===== src/rtl/signal_pkg.sv =====
// Shared types and constants for the signal controller family.
package signal_pkg;

    typedef enum logic [1:0] {
        ALL_RED = 2'd0,
        GREEN   = 2'd1,
        YELLOW  = 2'd2,
        FLASH   = 2'd3
    } state_t;

    // Shortest phase in ticks; a programmed duration of 0 is promoted to this.
    localparam int MIN_DURATION = 1;

endpackage


===== src/rtl/tick_prescaler.sv =====
// Divides CLOCK down to a one-cycle tick pulse every CLK_DIV cycles.
module tick_prescaler #(
    parameter int CLK_DIV = 50000000
) (
    input  logic CLOCK,
    input  logic RESET,
    output logic tick
);

    localparam int CNT_W = $clog2(CLK_DIV);

    logic [CNT_W-1:0] cnt;

    // NOTE: sequential state uses non-blocking assignments so every register
    // samples pre-edge values, independent of process ordering.
    always_ff @(posedge CLOCK or posedge RESET) begin
        if (RESET) begin
            cnt <= '0;
        end else if (cnt == CNT_W'(CLK_DIV - 1)) begin
            cnt <= '0;
        end else begin
            cnt <= cnt + CNT_W'(1);
        end
    end

    assign tick = (cnt == CNT_W'(CLK_DIV - 1));

endmodule


===== src/rtl/multi_approach_signal_ctrl.sv =====
// N-approach round-robin signal controller with pedestrian latches and
// flashing-red mode; lamps are registered straight from the next-state decode.
module multi_approach_signal_ctrl
    import signal_pkg::*;
#(
    parameter  int NUM_APPR = 2,
    parameter  int CLK_DIV  = 50000000,
    parameter  int TIMER_W  = 8,
    localparam int APPR_W   = (NUM_APPR > 1) ? $clog2(NUM_APPR) : 1
) (
    input  logic                CLOCK,
    input  logic                RESET,
    input  logic [TIMER_W-1:0]  green_time,
    input  logic [TIMER_W-1:0]  yellow_time,
    input  logic [TIMER_W-1:0]  allred_time,
    input  logic [NUM_APPR-1:0] ped_req,
    input  logic                flash_mode,
    output logic [NUM_APPR-1:0] lamp_g,
    output logic [NUM_APPR-1:0] lamp_y,
    output logic [NUM_APPR-1:0] lamp_r,
    output logic [NUM_APPR-1:0] walk,
    output logic [APPR_W-1:0]   active_appr
);

    logic tick;

    tick_prescaler #(.CLK_DIV(CLK_DIV)) u_tick (
        .CLOCK (CLOCK),
        .RESET (RESET),
        .tick  (tick)
    );

    state_t              state, state_nxt;
    logic [TIMER_W-1:0]  timer, timer_nxt;
    logic [APPR_W-1:0]   appr_nxt, appr_succ;
    logic                first, first_nxt;
    logic [NUM_APPR-1:0] ped_latch, ped_latch_nxt, ped_clr, appr_mask;
    logic [NUM_APPR-1:0] g_nxt, y_nxt, r_nxt, walk_nxt;

    function automatic logic [TIMER_W-1:0] load_dur(input logic [TIMER_W-1:0] t);
        return (t < TIMER_W'(MIN_DURATION)) ? TIMER_W'(MIN_DURATION) : t;
    endfunction

    assign appr_succ = (active_appr == APPR_W'(NUM_APPR - 1)) ? '0 : active_appr + APPR_W'(1);

    always_comb begin
        // NOTE: every combinational output is defaulted first so no path infers a latch.
        state_nxt = state;
        timer_nxt = timer;
        appr_nxt  = active_appr;
        first_nxt = first;
        g_nxt     = lamp_g;
        y_nxt     = lamp_y;
        r_nxt     = lamp_r;
        walk_nxt  = walk;
        appr_mask = '0;
        ped_clr   = '0;

        if (timer == '0) begin
            // Zero only right after reset: the opening all-red loads its duration here.
            timer_nxt = load_dur(allred_time);
        end else if (tick) begin
            timer_nxt = timer - TIMER_W'(1);
            unique case (state)
                ALL_RED: begin
                    if (timer == TIMER_W'(1)) begin
                        if (flash_mode) begin
                            state_nxt = FLASH;
                            timer_nxt = TIMER_W'(MIN_DURATION);
                            r_nxt     = '1;
                        end else begin
                            state_nxt = GREEN;
                            timer_nxt = load_dur(green_time);
                            appr_nxt  = first ? '0 : appr_succ;
                            first_nxt = 1'b0;
                            appr_mask = NUM_APPR'(1) << appr_nxt;
                            g_nxt     = appr_mask;
                            y_nxt     = '0;
                            r_nxt     = ~appr_mask;
                            walk_nxt  = ped_latch & appr_mask;
                            ped_clr   = appr_mask;
                        end
                    end
                end
                GREEN: begin
                    if (timer == TIMER_W'(1) || flash_mode) begin
                        state_nxt = YELLOW;
                        timer_nxt = load_dur(yellow_time);
                        y_nxt     = lamp_g;
                        g_nxt     = '0;
                        walk_nxt  = '0;
                    end
                end
                YELLOW: begin
                    if (timer == TIMER_W'(1)) begin
                        state_nxt = ALL_RED;
                        timer_nxt = load_dur(allred_time);
                        y_nxt     = '0;
                        r_nxt     = '1;
                    end
                end
                FLASH: begin
                    timer_nxt = timer;
                    if (!flash_mode) begin
                        state_nxt = ALL_RED;
                        timer_nxt = load_dur(allred_time);
                        r_nxt     = '1;
                        first_nxt = 1'b1;
                    end else begin
                        r_nxt = ~lamp_r;
                    end
                end
            endcase
        end

        // A request landing on the serving cycle survives for the next green.
        ped_latch_nxt = (ped_latch & ~ped_clr) | ped_req;
    end

    always_ff @(posedge CLOCK or posedge RESET) begin
        if (RESET) begin
            state       <= ALL_RED;
            timer       <= '0;
            active_appr <= '0;
            first       <= 1'b1;
            ped_latch   <= '0;
            lamp_g      <= '0;
            lamp_y      <= '0;
            lamp_r      <= '1;
            walk        <= '0;
        end else begin
            state       <= state_nxt;
            timer       <= timer_nxt;
            active_appr <= appr_nxt;
            first       <= first_nxt;
            ped_latch   <= ped_latch_nxt;
            lamp_g      <= g_nxt;
            lamp_y      <= y_nxt;
            lamp_r      <= r_nxt;
            walk        <= walk_nxt;
        end
    end

endmodule


===== config.mk =====
export PLATFORM = sky130hd
export DESIGN_NAME = multi_approach_signal_ctrl
export DESIGN_NICKNAME = d
export VERILOG_FILES = /design/src/rtl/signal_pkg.sv /design/src/rtl/tick_prescaler.sv /design/src/rtl/multi_approach_signal_ctrl.sv
export SDC_FILE = /design/constraint.sdc
export NUM_CORES = 1
export LEC_CHECK = 0
export BUFFER_PORTS_ARGS = -buffer_cell sky130_fd_sc_hd__buf_2
export CAP_MARGIN = 20
export CELL_PAD_IN_SITES_DETAIL_PLACEMENT = 0
export CELL_PAD_IN_SITES_GLOBAL_PLACEMENT = 1
export CORE_MARGIN = 3
export CORE_UTILIZATION = 40
export DETAILED_ROUTE_END_ITERATION = 8
export GPL_TIMING_DRIVEN = 0
export PLACE_DENSITY_LB_ADDON = 0.1
export SLEW_MARGIN = 5
export SYNTH_ARGS = -nofsm -noshare
export SYNTH_HDL_FRONTEND = slang
export SYNTH_HIERARCHICAL = 1
export SYNTH_SLANG_ARGS = --single-unit

===== constraint.sdc =====
create_clock -name CLOCK -period 3 [get_ports CLOCK]
set_clock_uncertainty 0.15 [all_clocks]
set_input_delay 0.45 -clock CLOCK [delete_from_list [all_inputs] [get_ports CLOCK]]
set_output_delay 0.45 -clock CLOCK [all_outputs]
set_load 0.02 [all_outputs]

==> out/qor.csv <==
metric;value;unit
total power;1.77;mW
Crit. Startpoint;u_tick/cnt[0];
post-route minimum period;2810;ps
Diodes inserted;0;
CTS tree;yes;
CP required;3040;ps
max_slew headroom;0.380;
final WL;8690;µm
vias in the first global route;2727;
Num CTS Buffers;5;
sequential share of the synthesized area;0.387;
antenna-violating nets left;0;
Max clock buf depth;2;
period utilization;0.937;
Root Buffer;clkbuf_8;
sequential power share;0.452;
DIE WIDTH;94.2;µm
hpwl dp;6370;µm
DR iter-0 viols;203;
die height;94.2;µm
max-slew violations;0;
switching power total;0.651;mW
largest net degree at the start of global routing;27;
CP startpoint kind;flip-flop;
area of the die;0.00887;mm²
mean area per synthesized cell;9.15;µm²
CP Max Fanout;11;
antenna violations before repair;0;
Remaining Overflow, GRT;0;
commonest non-fill, non-tap cell in the layout;dfrtp_1;
Max Cap Viol;0;
sw frac;0.367;
combinational share of power;0.325;
Fillers;751;
I/O pin total;38;
worst r2r src;u_tick/cnt[0];
# setup viols final;0;
clock latency on the worst-skew pair;300;ps
Post-Syn Nets;374;
worst-margin pin slew;929;ps
Clk pwr share;0.223;
Mapped Cells;340;
Final Hold Slack;49.9;ps
row count;31;
Leak;1.49;nW
fmax;356;MHz
crit path DAT;2850;ps
most frequent cells in the layout;dfrtp_1, buf_2, nor2_1;
RSZ-0062 raised after global routing;false;
final hold viol count;0;
status;finished, final reports clean;
Clock transition at path regs;90;ps
# port buffers;37;
DR vias/cell;5.91;
r2r endpoint;lamp_g[1];
core area;0.00741;mm²
VDD IR max;0.000302;V
number of synthesized flops with an enable pin;0;
# DRC;0;
worst r2r path cells;9;
Synth Register Bits;48;
layout cells sized above 1;0.227;
Hold Path Class;in -> async;
initial core utilization;0.420;
Syn. warnings;6;
clock sink count;48;
Mapped Area;0.00311;mm²
crit path to;lamp_g[1];
Reg2Reg Setup Slack;190;ps
cts hold-fix bufs;0;
Synth cell types;63;
CP endpoint kind;flip-flop;
Post-layout nets;425;
Synth Flop Type;dfrtp_1;
WL per Instance;17.7;µm
first-pass GRT wire length;14300;µm
critical path start-end classification;reg -> reg;
GP Congestion;0.937;
GRT Total Usage;0.208;
DR vias;2902;
H-tree Lvls;2;
DRT Pass-1 Iters;5;
PD cells;493;mW/mm²
Power Internal;1.12;mW
FFs w/ async S/R, synth;1.00;
Layout area overhead;15.5;%
[synth_stat cells (2+ instances only)]
cell | number | area share
a211oi_1 | 4 | 0.0097
or2_2 | 2 | 0.0040
mux2i_1 | 3 | 0.0097
a31oi_1 | 5 | 0.010
nor3b_1 | 3 | 0.0072
dfrtp_1 | 45 | 0.36
nand3_1 | 17 | 0.027
nor4_4 | 2 | 0.014
nor2b_1 | 3 | 0.0060
ha_1 | 5 | 0.020
clkbuf_1 | 5 | 0.0060
a32oi_1 | 2 | 0.0056
nand4_1 | 8 | 0.016
xor2_1 | 12 | 0.034
xnor2_1 | 9 | 0.025
and4_1 | 4 | 0.011
o41ai_1 | 4 | 0.011
nand2b_1 | 3 | 0.0060
buf_6 | 6 | 0.022
and2_1 | 4 | 0.0080
nor3_1 | 11 | 0.018
dfstp_2 | 3 | 0.025
mux2_2 | 4 | 0.014
a22oi_1 | 6 | 0.014
nand3b_1 | 2 | 0.0048
and3_1 | 4 | 0.0080
nand2_1 | 28 | 0.034
inv_1 | 13 | 0.016
a31o_2 | 2 | 0.0056
buf_2 | 3 | 0.0048
and3_2 | 2 | 0.0048
nor4_1 | 6 | 0.012
a221oi_1 | 3 | 0.0084
a32o_1 | 2 | 0.0064
a21oi_1 | 18 | 0.029
o31ai_1 | 9 | 0.022
or4_1 | 9 | 0.022
o21ai_0 | 16 | 0.026
nor2_1 | 29 | 0.035
[power by group through the flow]
stage          combinational (mW)  sequential (mW)  clock (mW)
2_1_floorplan               0.417            0.793           0
3_3_place_gp                0.538            0.812           0
3_5_place_dp                0.542            0.812           0
4_1_cts                     0.548            0.799       0.415
5_1_grt                     0.638            0.810       0.435
6_report                    0.577            0.801       0.395
[cell families (layout without fill, tap and decap cells)]
kind of cell | Yosys count | count (layout) | share of synthesized area
AOI/OAI and AO/OA | 84 | 84 | 0.187
xor gates and xnor gates | 21 | 21 | 0.0591
adders and majority gates | 5 | 5 | 0.0201
buffers and inverters | 28 | 80 | 0.0507
DFF | 48 | 48 | 0.387
muxes | 7 | 7 | 0.0241
and+or+nand+nor | 147 | 147 | 0.271
[final cells by class]
| class | instances | area (µm²) | share of cell area |
|---|---|---|---|
| inverters | 13 | 48.8 | 0.0136 |
| plain buffers | 14 | 111 | 0.0310 |
| multi-input cells | 264 | 1760 | 0.491 |
| flip-flops and latches | 48 | 1210 | 0.336 |
| clock buffers | 7 | 76.3 | 0.0212 |
| well taps | 99 | 124 | 0.0345 |
| clock inverters | 1 | 8.76 | 0.00244 |
| repair buffers | 45 | 253 | 0.0703 |
[routing by layer]
metal / share of wire / routed length, µm / track usage
met1: 0.49 / 4280 / 0.314
met2: 0.43 / 3770 / 0.302
met3: 0.059 / 511 / 0.0272
met4: 0.015 / 127 / 0.0686
met5: 0 / 0 / 0
[registers in the layout (all words and copies together), names as in the netlist]
name         flops
u_tick/cnt      26
timer            8
lamp_g           2
lamp_r           2
lamp_y           2
ped_latch        2
state            2
walk             2
active_appr      1
first            1
[per-stage QoR]
step / cell area, µm² / instances / worst slack (ps) / utilization / setup TNS, ps
after floorplan: 3110 / 340 / 67.1 / - / 0
after global placement: 3420 / 476 / -594 / 0.462 / -4920
after detailed placement: 3420 / 476 / -595 / 0.462 / -4670
after CTS: 3540 / 486 / 17.2 / 0.478 / 0
after global routing: 3590 / 491 / 23.5 / 0.485 / 0
final: 3590 / 491 / 190 / 0.485 / 0
[worst min path at each step]
stage / endpoint / cells past startpoint
floorplan: active_appr / 1
global placement: ped_latch[1] / 1
detailed placement: ped_latch[1] / 1
CTS: ped_latch[1] / 2
global route: u_tick/cnt[18] / 2
finish: u_tick/cnt[20] / 2
[critical path, cell delays in order (launching register included)]
cell and delay (ps):
dfrtp_2 430, ha_1 230, nand2_1 50, or4_1 440
nor4_4 250, buf_6 200, nor2b_4 190, nand2_1 110
o22ai_4 270, mux2_2 370
[repair_timing]
| item | 4_1_cts | 5_1_grt |
|---|---|---|
| endpoints found under the setup margin | 19 | 7 |
| setup buffers | 2 | 5 |
| pin swaps | 2 | 2 |
| resized for setup | 5 | 2 |
No activity file was read; power rests on OpenSTA's default activity.
